--- config.mk ---
export PLATFORM = sky130hd
export DESIGN_NAME = key_conditioner
export DESIGN_NICKNAME = d
export VERILOG_FILES = /design/src/rtl/key_conditioner.sv
export SDC_FILE = /design/constraint.sdc
export NUM_CORES = 1
export LEC_CHECK = 0
export CAP_MARGIN = 15
export CORE_UTILIZATION = 30
export DETAILED_ROUTE_END_ITERATION = 10
export DONT_BUFFER_PORTS = 1
export PLACE_DENSITY = 0.45
export SETUP_SLACK_MARGIN = 0.02
export SYNTH_ARGS = -nofsm -noshare
export SYNTH_HDL_FRONTEND = slang
export SYNTH_SLANG_ARGS = --single-unit
export TNS_END_PERCENT = 10
--- constraint.sdc ---
create_clock -name clk -period 4.3 [get_ports clk]
set_clock_uncertainty 0.1 [all_clocks]
set_input_delay 1.29 -clock clk [delete_from_list [all_inputs] [get_ports clk]]
set_output_delay 1.29 -clock clk [all_outputs]
set_load 0.005 [all_outputs]
--- src/rtl/key_conditioner.sv ---
// key_conditioner: per-key synchronizer, debounce FSM and edge pulses.
// Each raw key input is synchronized through two flops, normalized so that
// 1 = pressed, then filtered by an independent four-state debounce FSM.
// All outputs are registered and change on the same edge as the FSM state.
// Optional feature: define KEY_CONDITIONER_AUTOREPEAT_EN to build the
// per-key auto-repeat counters; otherwise key_repeat is tied to 0.
module key_conditioner #(
   parameter int N_KEYS          = 4,
   parameter int DEBOUNCE_CYCLES = 500000,
   parameter int ACTIVE_LOW      = 1,
   parameter int REPEAT_DELAY    = 25000000,
   parameter int REPEAT_PERIOD   = 5000000
) (
   input  logic              clk,
   input  logic              rst_n,
   input  logic [N_KEYS-1:0] key_raw,
   output logic [N_KEYS-1:0] key_state,
   output logic [N_KEYS-1:0] key_press,
   output logic [N_KEYS-1:0] key_release,
   output logic [N_KEYS-1:0] key_repeat
);

   localparam int               CNT_W    = $clog2(DEBOUNCE_CYCLES + 1);
   localparam logic [CNT_W-1:0] CNT_LAST = CNT_W'(DEBOUNCE_CYCLES - 1);
   localparam logic [CNT_W-1:0] CNT_MAX  = CNT_W'(DEBOUNCE_CYCLES);
   // Raw level that means "released"; the synchronizers reset to it.
   localparam logic             REL_LVL  = (ACTIVE_LOW != 0) ? 1'b1 : 1'b0;

   typedef enum logic [1:0] {
      ST_RELEASED     = 2'd0,
      ST_PRESS_WAIT   = 2'd1,
      ST_PRESSED      = 2'd2,
      ST_RELEASE_WAIT = 2'd3
   } key_st_t;

   logic [N_KEYS-1:0] sync1_r;
   logic [N_KEYS-1:0] sync2_r;
   logic [N_KEYS-1:0] sample_s;
   key_st_t           state_r     [N_KEYS];
   key_st_t           state_nxt_s [N_KEYS];
   logic [CNT_W-1:0]  cnt_r       [N_KEYS];
   logic [CNT_W-1:0]  cnt_nxt_s   [N_KEYS];
   logic [N_KEYS-1:0] level_nxt_s;
   logic [N_KEYS-1:0] press_nxt_s;
   logic [N_KEYS-1:0] release_nxt_s;
   logic [N_KEYS-1:0] key_state_r;
   logic [N_KEYS-1:0] key_press_r;
   logic [N_KEYS-1:0] key_release_r;

   // Saturating debounce counter increment; never wraps back to zero.
   function automatic logic [CNT_W-1:0] sat_inc(input logic [CNT_W-1:0] v);
      if (v == CNT_MAX) begin
         return v;
      end else begin
         return v + CNT_W'(1);
      end
   endfunction

   // Two-flop synchronizer; reset loads the released level.
   always_ff @(posedge clk) begin
      if (!rst_n) begin
         sync1_r <= {N_KEYS{REL_LVL}};
         sync2_r <= {N_KEYS{REL_LVL}};
      end else begin
         sync1_r <= key_raw;
         sync2_r <= sync1_r;
      end
   end

   assign sample_s = (ACTIVE_LOW != 0) ? ~sync2_r : sync2_r;

   // Debounce next-state, counter and pulse decode for every key.
   always_comb begin
      for (int k = 0; k < N_KEYS; k++) begin
         state_nxt_s[k]   = state_r[k];
         cnt_nxt_s[k]     = {CNT_W{1'b0}};
         press_nxt_s[k]   = 1'b0;
         release_nxt_s[k] = 1'b0;
         case (state_r[k])
            ST_RELEASED: begin
               if (sample_s[k]) begin
                  state_nxt_s[k] = ST_PRESS_WAIT;
               end else begin
                  state_nxt_s[k] = ST_RELEASED;
               end
            end
            ST_PRESS_WAIT: begin
               if (!sample_s[k]) begin
                  state_nxt_s[k] = ST_RELEASED;
               end else if (cnt_r[k] == CNT_LAST) begin
                  state_nxt_s[k] = ST_PRESSED;
                  press_nxt_s[k] = 1'b1;
               end else begin
                  cnt_nxt_s[k] = sat_inc(cnt_r[k]);
               end
            end
            ST_PRESSED: begin
               if (!sample_s[k]) begin
                  state_nxt_s[k] = ST_RELEASE_WAIT;
               end else begin
                  state_nxt_s[k] = ST_PRESSED;
               end
            end
            ST_RELEASE_WAIT: begin
               if (sample_s[k]) begin
                  state_nxt_s[k] = ST_PRESSED;
               end else if (cnt_r[k] == CNT_LAST) begin
                  state_nxt_s[k]   = ST_RELEASED;
                  release_nxt_s[k] = 1'b1;
               end else begin
                  cnt_nxt_s[k] = sat_inc(cnt_r[k]);
               end
            end
            default: begin
               state_nxt_s[k] = ST_RELEASED;
            end
         endcase
         level_nxt_s[k] = (state_nxt_s[k] == ST_PRESSED) ||
                          (state_nxt_s[k] == ST_RELEASE_WAIT);
      end
   end

   // FSM state, counters and registered level/pulse outputs.
   always_ff @(posedge clk) begin
      if (!rst_n) begin
         for (int k = 0; k < N_KEYS; k++) begin
            state_r[k] <= ST_RELEASED;
            cnt_r[k]   <= {CNT_W{1'b0}};
         end
         key_state_r   <= {N_KEYS{1'b0}};
         key_press_r   <= {N_KEYS{1'b0}};
         key_release_r <= {N_KEYS{1'b0}};
      end else begin
         for (int k = 0; k < N_KEYS; k++) begin
            state_r[k] <= state_nxt_s[k];
            cnt_r[k]   <= cnt_nxt_s[k];
         end
         key_state_r   <= level_nxt_s;
         key_press_r   <= press_nxt_s;
         key_release_r <= release_nxt_s;
      end
   end

   assign key_state   = key_state_r;
   assign key_press   = key_press_r;
   assign key_release = key_release_r;

`ifdef KEY_CONDITIONER_AUTOREPEAT_EN
   localparam int              RPT_MAX  = (REPEAT_DELAY > REPEAT_PERIOD) ? REPEAT_DELAY : REPEAT_PERIOD;
   localparam int              RPT_W    = $clog2(RPT_MAX + 1);
   localparam logic [RPT_W-1:0] DLY_LAST = RPT_W'(REPEAT_DELAY - 1);
   localparam logic [RPT_W-1:0] PER_LAST = RPT_W'(REPEAT_PERIOD - 1);

   logic [RPT_W-1:0]  rpt_cnt_r [N_KEYS];
   logic [N_KEYS-1:0] rpt_first_r;
   logic [N_KEYS-1:0] key_repeat_r;

   // Repeat timer: restarts on an accepted press, first pulse after the
   // initial delay, then one per period while the debounced level is held.
   always_ff @(posedge clk) begin
      if (!rst_n) begin
         for (int k = 0; k < N_KEYS; k++) begin
            rpt_cnt_r[k] <= {RPT_W{1'b0}};
         end
         rpt_first_r  <= {N_KEYS{1'b0}};
         key_repeat_r <= {N_KEYS{1'b0}};
      end else begin
         for (int k = 0; k < N_KEYS; k++) begin
            if (press_nxt_s[k] || !level_nxt_s[k]) begin
               rpt_cnt_r[k]    <= {RPT_W{1'b0}};
               rpt_first_r[k]  <= 1'b0;
               key_repeat_r[k] <= 1'b0;
            end else if (!rpt_first_r[k] && (rpt_cnt_r[k] == DLY_LAST)) begin
               rpt_cnt_r[k]    <= {RPT_W{1'b0}};
               rpt_first_r[k]  <= 1'b1;
               key_repeat_r[k] <= 1'b1;
            end else if (rpt_first_r[k] && (rpt_cnt_r[k] == PER_LAST)) begin
               rpt_cnt_r[k]    <= {RPT_W{1'b0}};
               key_repeat_r[k] <= 1'b1;
            end else begin
               rpt_cnt_r[k]    <= rpt_cnt_r[k] + RPT_W'(1);
               key_repeat_r[k] <= 1'b0;
            end
         end
      end
   end

   assign key_repeat = key_repeat_r;
`else
   assign key_repeat = {N_KEYS{1'b0}};
`endif

endmodule
==> run summary, run 1 <==
Total count of max-transition violations in the final report: 0
Number of global-route vias before repair: 3,532
Number of I/O pins: 22
Number of iterations in the first detailed-routing pass: 6
Sequential Area: 2060 µm²
Delay contributed by the slowest stage of the critical path: 0.58 ns
Reg2Reg Capture Point: cnt_r[2][0]
Ranking of synthesized cells by instance count: sky130_fd_sc_hd__dfxtp_1, sky130_fd_sc_hd__nor2_1, sky130_fd_sc_hd__a21oi_1
Global-route wire length before repair: 16,700 µm
Startpoint types: register
Total number of yosys warnings: 0
Post-synthesis cell area: 4740 µm²
Largest net degree at the start of global routing: 26
Die height: 128 µm
Post-route minimum period: 2.35 ns
Horizontal die dimension: 128 µm
Area of combinational cells with multiple inputs: 2510 µm²
Setup slack of the worst register-to-register path: 1.95 ns
Area of the core: 15,300 µm²
Worst path bufs/invs: 0
Depth of the most critical reg-to-reg path: 4
Max-slew headroom: 0.468
Worst-path maximum fanout: 19
Post-synthesis average cell area: 8.84 µm²
RSZ-0062 raised after global routing: false
Largest delay contributor family on the critical path: simple AND/OR/NAND/NOR gates
Post-CTS Hold Buffers: 0
Number of fill cells: 1,598
Clock Latency Late Sink: 0.35 ns
Full die area: 16,300 µm²
Most common cell in the synthesized netlist: sky130_fd_sc_hd__dfxtp_1
Vias per cell: 4.91
Global-route usage over all layers: 0.128
Total length of routed met2 wires: 4300 µm
FP Rows: 45
Highest metal layer with signal wires: met5
Final instance area: 5170 µm²
Fraction of final layout cells with drive strength greater than 1: 0.0508
Sequential cell area fraction in the yosys report: 0.435
Total DRC errors in the routed layout: 0
Synth unique cells: 47
Antenna Violating Nets Remaining: 0
Starting utilization of the core area: 0.309
Smallest setup slack after layout: 1.95 ns
Instance area at placement: 4900 µm²
Status: finished, final reports clean
Number of synthesized flops with an enable pin: 0
Final HPWL DP: 6670 µm
Post-layout nets: 543
Multiplexer area fraction after synthesis: 0.00422
Achievable Freq: 425 MHz
Compound-Gate Fraction of Synth Area: 0.0998
Worst-Margin Slew: 0.795 ns
Number of antenna violations at the first check in global routing: 4
IO Port Bufs: 0
Simple-gate share of the synthesized area: 0.321
Drt wl/cell: 12.9 µm
Final worst hold slack: 0.305 ns
Number of cells traversed by the worst hold path: 1
Util after Layout: 0.338
Finish-stage setup viols: 0
CTS tree: built
Sink count of the clock tree: 103
Kind of path behind the tightest hold check: reg2reg
Share of the synthesized netlist area taken by xor and xnor gates: 0.0813
Slowest CP cell: sky130_fd_sc_hd__a21o_1
Clock root buffer: sky130_fd_sc_hd__clkbuf_16
Pre-CTS setup slack: 1.89 ns
Required time of the worst setup path: 4.41 ns
Leak pwr: 1.57 nW
DRT met1 WL: 4750 µm
Post-synthesis instance total: 536
Combinational family with the most area after synthesis: simple AND/OR/NAND/NOR gates
Hold Path Origin: sync1_r[1]
Number of buffers created by CTS: 9
Final clock period utilization by the worst path: 0.547
Total negative slack: 0 ns
Startpoint-to-endpoint class of the critical path: reg2reg
Post-CTS setup buffer count: 0
Gr ovfl total: 0
Number of DRC markers in iteration 0: 156
Total number of H-tree levels: 3
Critical R2R Launch: cnt_r[2][7]
Endpoint of the worst hold path: sync2_r[1]
Max-cap violation count: 0
Layout overhead on the synthesized area: 9.13%
Maximum clock path buffer count: 2
Met3 wirelength from detailed routing: 443 µm
Dominant synthesized flop cell: sky130_fd_sc_hd__dfxtp_1
Yosys reg bits: 103
Adder-Cell Fraction of Synth Area: 0.0211
Overall routed net length: 9620 µm
Worst IR drop on VDD: 0.186 mV
Power density cells: 335 nW/µm²
Async S/R FF share, synth: 0
Cell types occupying the most area after synthesis: sky130_fd_sc_hd__dfxtp_1, sky130_fd_sc_hd__xor2_1, sky130_fd_sc_hd__a21oi_1
Crit. End Element: register
Top-area cell type share of the netlist area: 0.435
Final Hold Violating Endpoints: 0
Data arrival time at the worst-slack endpoint: 2.46 ns
Total vias in the final route: 3,663
Post-synthesis cell type with the largest combined area: sky130_fd_sc_hd__dfxtp_1
Cell chain of the critical path: or4b_4 -> nor4_2 -> a21o_1 -> nor3_1
Clock-pin transition on the worst setup and hold timing paths: 0.06 ns
Post-cts gate resize count: 0
Final RePlAce weighted congestion: 0.721
cell type report:
type                       instances  share of cell area
antenna                            3             0.00145
clock buffer                      13              0.0503
clock inverter                     1            0.000968
inverter                          16              0.0116
multi-input combinational        399               0.486
sequential                       103               0.399
tap                              211              0.0510
where the power goes:
group	total, mW	switching, mW	leakage, nW	internal (mW)
clock network	0.761	0.344	0.132	0.418
logic	0.00912	0.00501	0.609	0.00411
registers	0.961	0.00278	0.831	0.958
total	1.73	0.351	1.57	1.38
worst max-delay path by stage:
stage                      from      endpoint  slack [ns]  depth (start not counted)
floorplan                 rst_n  key_press[0]        2.21                          3
global placement    cnt_r[2][7]   cnt_r[2][0]        1.92                          4
detailed placement  cnt_r[2][7]   cnt_r[2][0]        1.89                          4
CTS                 cnt_r[2][7]   cnt_r[2][0]        1.89                          4
global route        cnt_r[3][6]   cnt_r[3][0]        1.68                          4
finish              cnt_r[2][7]   cnt_r[2][0]        1.95                          4
state kept, by name (all words and copies together) (netlist names):
signal / count
cnt_r: 76
state_r: 7
key_press: 4
key_release: 4
key_state: 4
sync1_r: 4
sync2_r: 4
stage by stage:
stage / power (mW) / instances
6_report: 1.73 / 746
5_1_grt: 1.81 / 744
4_1_cts: 1.77 / 743
3_5_place_dp: 0.992 / 729
3_3_place_gp: 0.992 / 729
2_1_floorplan: 0.995 / 539
kinds of logic (layout without fill, tap and decap cells):
logic type | count (synthesis) | in the layout
simple gates | 261 | 261
flops | 103 | 103
compound gates | 80 | 80
xor+xnor | 44 | 44
buf+inv | 37 | 30
fa+ha+maj | 8 | 8
mux | 2 | 2
other cells | 1 | 7
metal layers:
| metal | vias up | GRT usage |
|---|---|---|
| met3 | 14 | 0.0497 |
| met4 | 2 | 0.0374 |
| li1 | 1913 | - |
| met5 | - | 0 |
| met1 | 1702 | 0.155 |
| met2 | 32 | 0.209 |
placed cells by master, fill, tap and decap left out, drive strengths merged, types with 11 or more instances in the layout:
cell    count
o31ai      12
xor2       33
o21ai      22
nor3       14
nand2      33
inv        16
clkbuf     13
and3       13
nor2       45
or3        13
nand4      26
nand2b     15
dfxtp     103
xnor2      11
and4       16
or4        13
nand3      31
a21oi      40
Power figures use the tool's default switching activity.
==> inputs of run 2 (changes only) <==
PLACE_DENSITY = 0.46   (was 0.45)
clock period = 2 ns   (was 4.3 ns; I/O delays follow)
==> run summary, run 2 (synthesis gave the netlist of run 1 again) <==
Status: finished, final reports clean
Number of global-route vias before repair: 3,672 (+4.0%)
Largest delay contributor family on the critical path: simple AND/OR/NAND/NOR gates
Commonest non-fill, non-tap cell in the layout: sky130_fd_sc_hd__dfxtp_1
Post-layout nets: 589 (+8.5%)
Maximum clock path buffer count: 2 (unchanged)
Delay contributed by the slowest stage of the critical path: 0.58 ns (about the same)
Fraction of final layout cells with drive strength greater than 1: 0.142 (+0.0909)
Number of iterations in the first detailed-routing pass: 4 (-2)
Full die area: 16,300 µm² (unchanged)
Post-route minimum period: 1.95 ns (-0.400 ns)
Clock-pin transition on the worst setup and hold timing paths: 0.07 ns (about the same)
Cell Count, Final, Fillers Out: 790 (+5.9%)
Slowest CP cell: sky130_fd_sc_hd__or4_4
Critical R2R Launch: cnt_r[2][9]
Cell chain of the critical path: or4b_4 -> or4_4 -> o21ai_0 -> a21oi_1
Starting utilization of the core area: 0.309 (unchanged)
Kind of path behind the tightest hold check: in2reg
Horizontal die dimension: 128 µm (unchanged)
Power density cells: 702 nW/µm² (+110%)
Number of antenna violations at the first check in global routing: 0 (-4)
Largest registers in the final layout: cnt_r x76, state_r x7
Antenna Cells: 0 (-3)
Switching power total: 0.765 mW (+120%)
Number of fill cells: 1,596 (-0.13%)
IO Port Bufs: 0 (unchanged)
Sink count of the clock tree: 103 (unchanged)
Depth of the most critical reg-to-reg path: 4 (unchanged)
Hold Path Origin: rst_n
Overall routed net length: 9890 µm (+2.9%)
Total count of max-transition violations in the final report: 0 (unchanged)
Setup slack of the worst register-to-register path: 0.05 ns (-1.90 ns)
Data arrival time at the worst-slack endpoint: 2.09 ns (-0.37 ns)
Reg2Reg Capture Point: cnt_r[2][1]
Worst IR drop on VDD: 0.414 mV (+120%)
Final RePlAce weighted congestion: 0.748 (+3.7%)
Final Hold Violating Endpoints: 0 (unchanged)
Net switching share of the total power: 0.193 (-0.00960)
Worst-path maximum fanout: 4 (-15)
Number of DRC markers in iteration 0: 194 (+24%)
Pint: 3.19 mW (+130%)
Clock Latency Late Sink: 0.35 ns (about the same)
Vias per cell: 4.83 (-1.6%)
Leak pwr: 1.85 nW (+18%)
Max reg flops: 76 (unchanged)
Final worst hold slack: 0.228 ns (-0.0764 ns)
Final clock period utilization by the worst path: 0.976 (+0.429)
Commonest non-fill, non-tap cells in the layout: sky130_fd_sc_hd__dfxtp_1, sky130_fd_sc_hd__nor2_1, sky130_fd_sc_hd__buf_4
Proportion of power drawn by the clock network: 0.472 (+0.032)
Clock root buffer: sky130_fd_sc_hd__clkbuf_16
Post-Place Cells: 773 (+6.0%)
Die height: 128 µm (unchanged)
Drt wl/cell: 12.5 µm (-2.9%)
Area of the core: 15,300 µm² (unchanged)
Antenna Violating Nets Remaining: 0 (unchanged)
Number of buffers created by CTS: 9 (unchanged)
Gr ovfl total: 0 (unchanged)
Final instance area: 5630 µm² (+8.9%)
Sequential group share of total power: 0.523 (-0.032)
Layout overhead on the synthesized area: 18.8%
Total vias in the final route: 3,816 (+4.2%)
Portion of total power attributed to combinational logic: 0.006 (about the same)
Startpoint-to-endpoint class of the critical path: reg2reg
Endpoint of the worst hold path: sync2_r[3]
Top reg by flops: cnt_r
Global-route usage over all layers: 0.133 (+0.00492)
Final HPWL DP: 7070 µm (+6.0%)
Achievable Freq: 512 MHz (+20%)
Crit. End Element: register
FP Rows: 45 (unchanged)
Required time of the worst setup path: 2.13 ns (-2.28 ns)
Worst path bufs/invs: 0 (unchanged)
RSZ-0062 raised after global routing: true
Finish-stage setup viols: 0 (unchanged)
Instance area at placement: 5270 µm² (+7.5%)
Max-cap violation count: 0 (unchanged)
Total number of H-tree levels: 3 (unchanged)
Total DRC errors in the routed layout: 0 (unchanged)
Global-route wire length before repair: 17,300 µm (+3.6%)
CTS tree: built
Largest net degree at the start of global routing: 26 (unchanged)
Startpoint types: register
Number of I/O pins: 22 (unchanged)
Number of cells traversed by the worst hold path: 1 (unchanged)
## run 2: timing repair
item                                    CTS  global route
gates cloned                              0             0
hold buffers                              0             0
pin swaps                                 0             2
endpoints found under the setup margin    1            29
hold endpoints to repair                  0             0
resized for setup                         1             8
setup buffers                             0             2
## run 2: metal layers
| metal | share of wire | global-route usage | routed length, µm | vias up |
|---|---|---|---|---|
| li1 | - | - | - | 1997 |
| met3 | 0.034 | 0.0413 | 334 | 10 |
| met5 | 0 | 0 | 0 | - |
| met1 | 0.50 | 0.174 | 4960 | 1774 |
| met4 | 0.011 | 0.0394 | 104 | 0 |
| met2 | 0.45 | 0.208 | 4500 | 35 |
## run 2: worst max-delay path by stage
stage                            start            to  slack (ns)  cells past startpoint
final                      cnt_r[2][9]   cnt_r[2][1]        0.05                      4
after global routing       cnt_r[2][7]   cnt_r[2][0]       -0.02                      6
after CTS                 cnt_r[2][11]  key_state[2]        0.03                      4
after detailed placement  cnt_r[2][11]  key_state[2]        0.04                      4
after global placement     cnt_r[2][9]  key_state[2]        0.08                      4
after floorplan            cnt_r[2][7]  cnt_r[2][17]        0.06                      6
## run 2: worst register-to-register path, cell delays in order (launching register included)
cell and delay (ns):
sky130_fd_sc_hd__dfxtp_1 0.33, sky130_fd_sc_hd__or4b_4 0.54, sky130_fd_sc_hd__or4_4 0.58, sky130_fd_sc_hd__o21ai_0 0.20
sky130_fd_sc_hd__a21oi_1 0.10
## run 2: power by group through the flow
stage                     sequential (mW)  clock, mW  combinational (mW)
final                                2.07       1.87              0.0220
after floorplan                      2.11          0              0.0273
after global routing                 2.07       2.03              0.0254
after detailed placement             2.11          0              0.0221
after CTS                            2.07       1.95              0.0222
after global placement               2.11          0              0.0220
## run 2: final cells by class
cell class	count	area (µm²)	area share
Clock buffer	11	243	0.0431
Clock inverter	4	70.1	0.0124
Inverter	16	60.1	0.0107
Multi-Input combinational cell	399	2550	0.453
Sequential cell	103	2060	0.366
Tap cell	211	264	0.0469
Timing Repair Buffer	46	383	0.0680
## run 2: metrics by stage
stage	power [mW]	TNS, ns	setup WS (ns)	utilization
final	3.95	0	0.0486	0.368
after global routing	4.12	-0.0487	-0.0166	0.368
after CTS	4.04	0	0.0254	0.365
after detailed placement	2.14	0	0.0376	0.344
after global placement	2.14	0	0.0801	0.344
after floorplan	2.14	0	0.0613	-
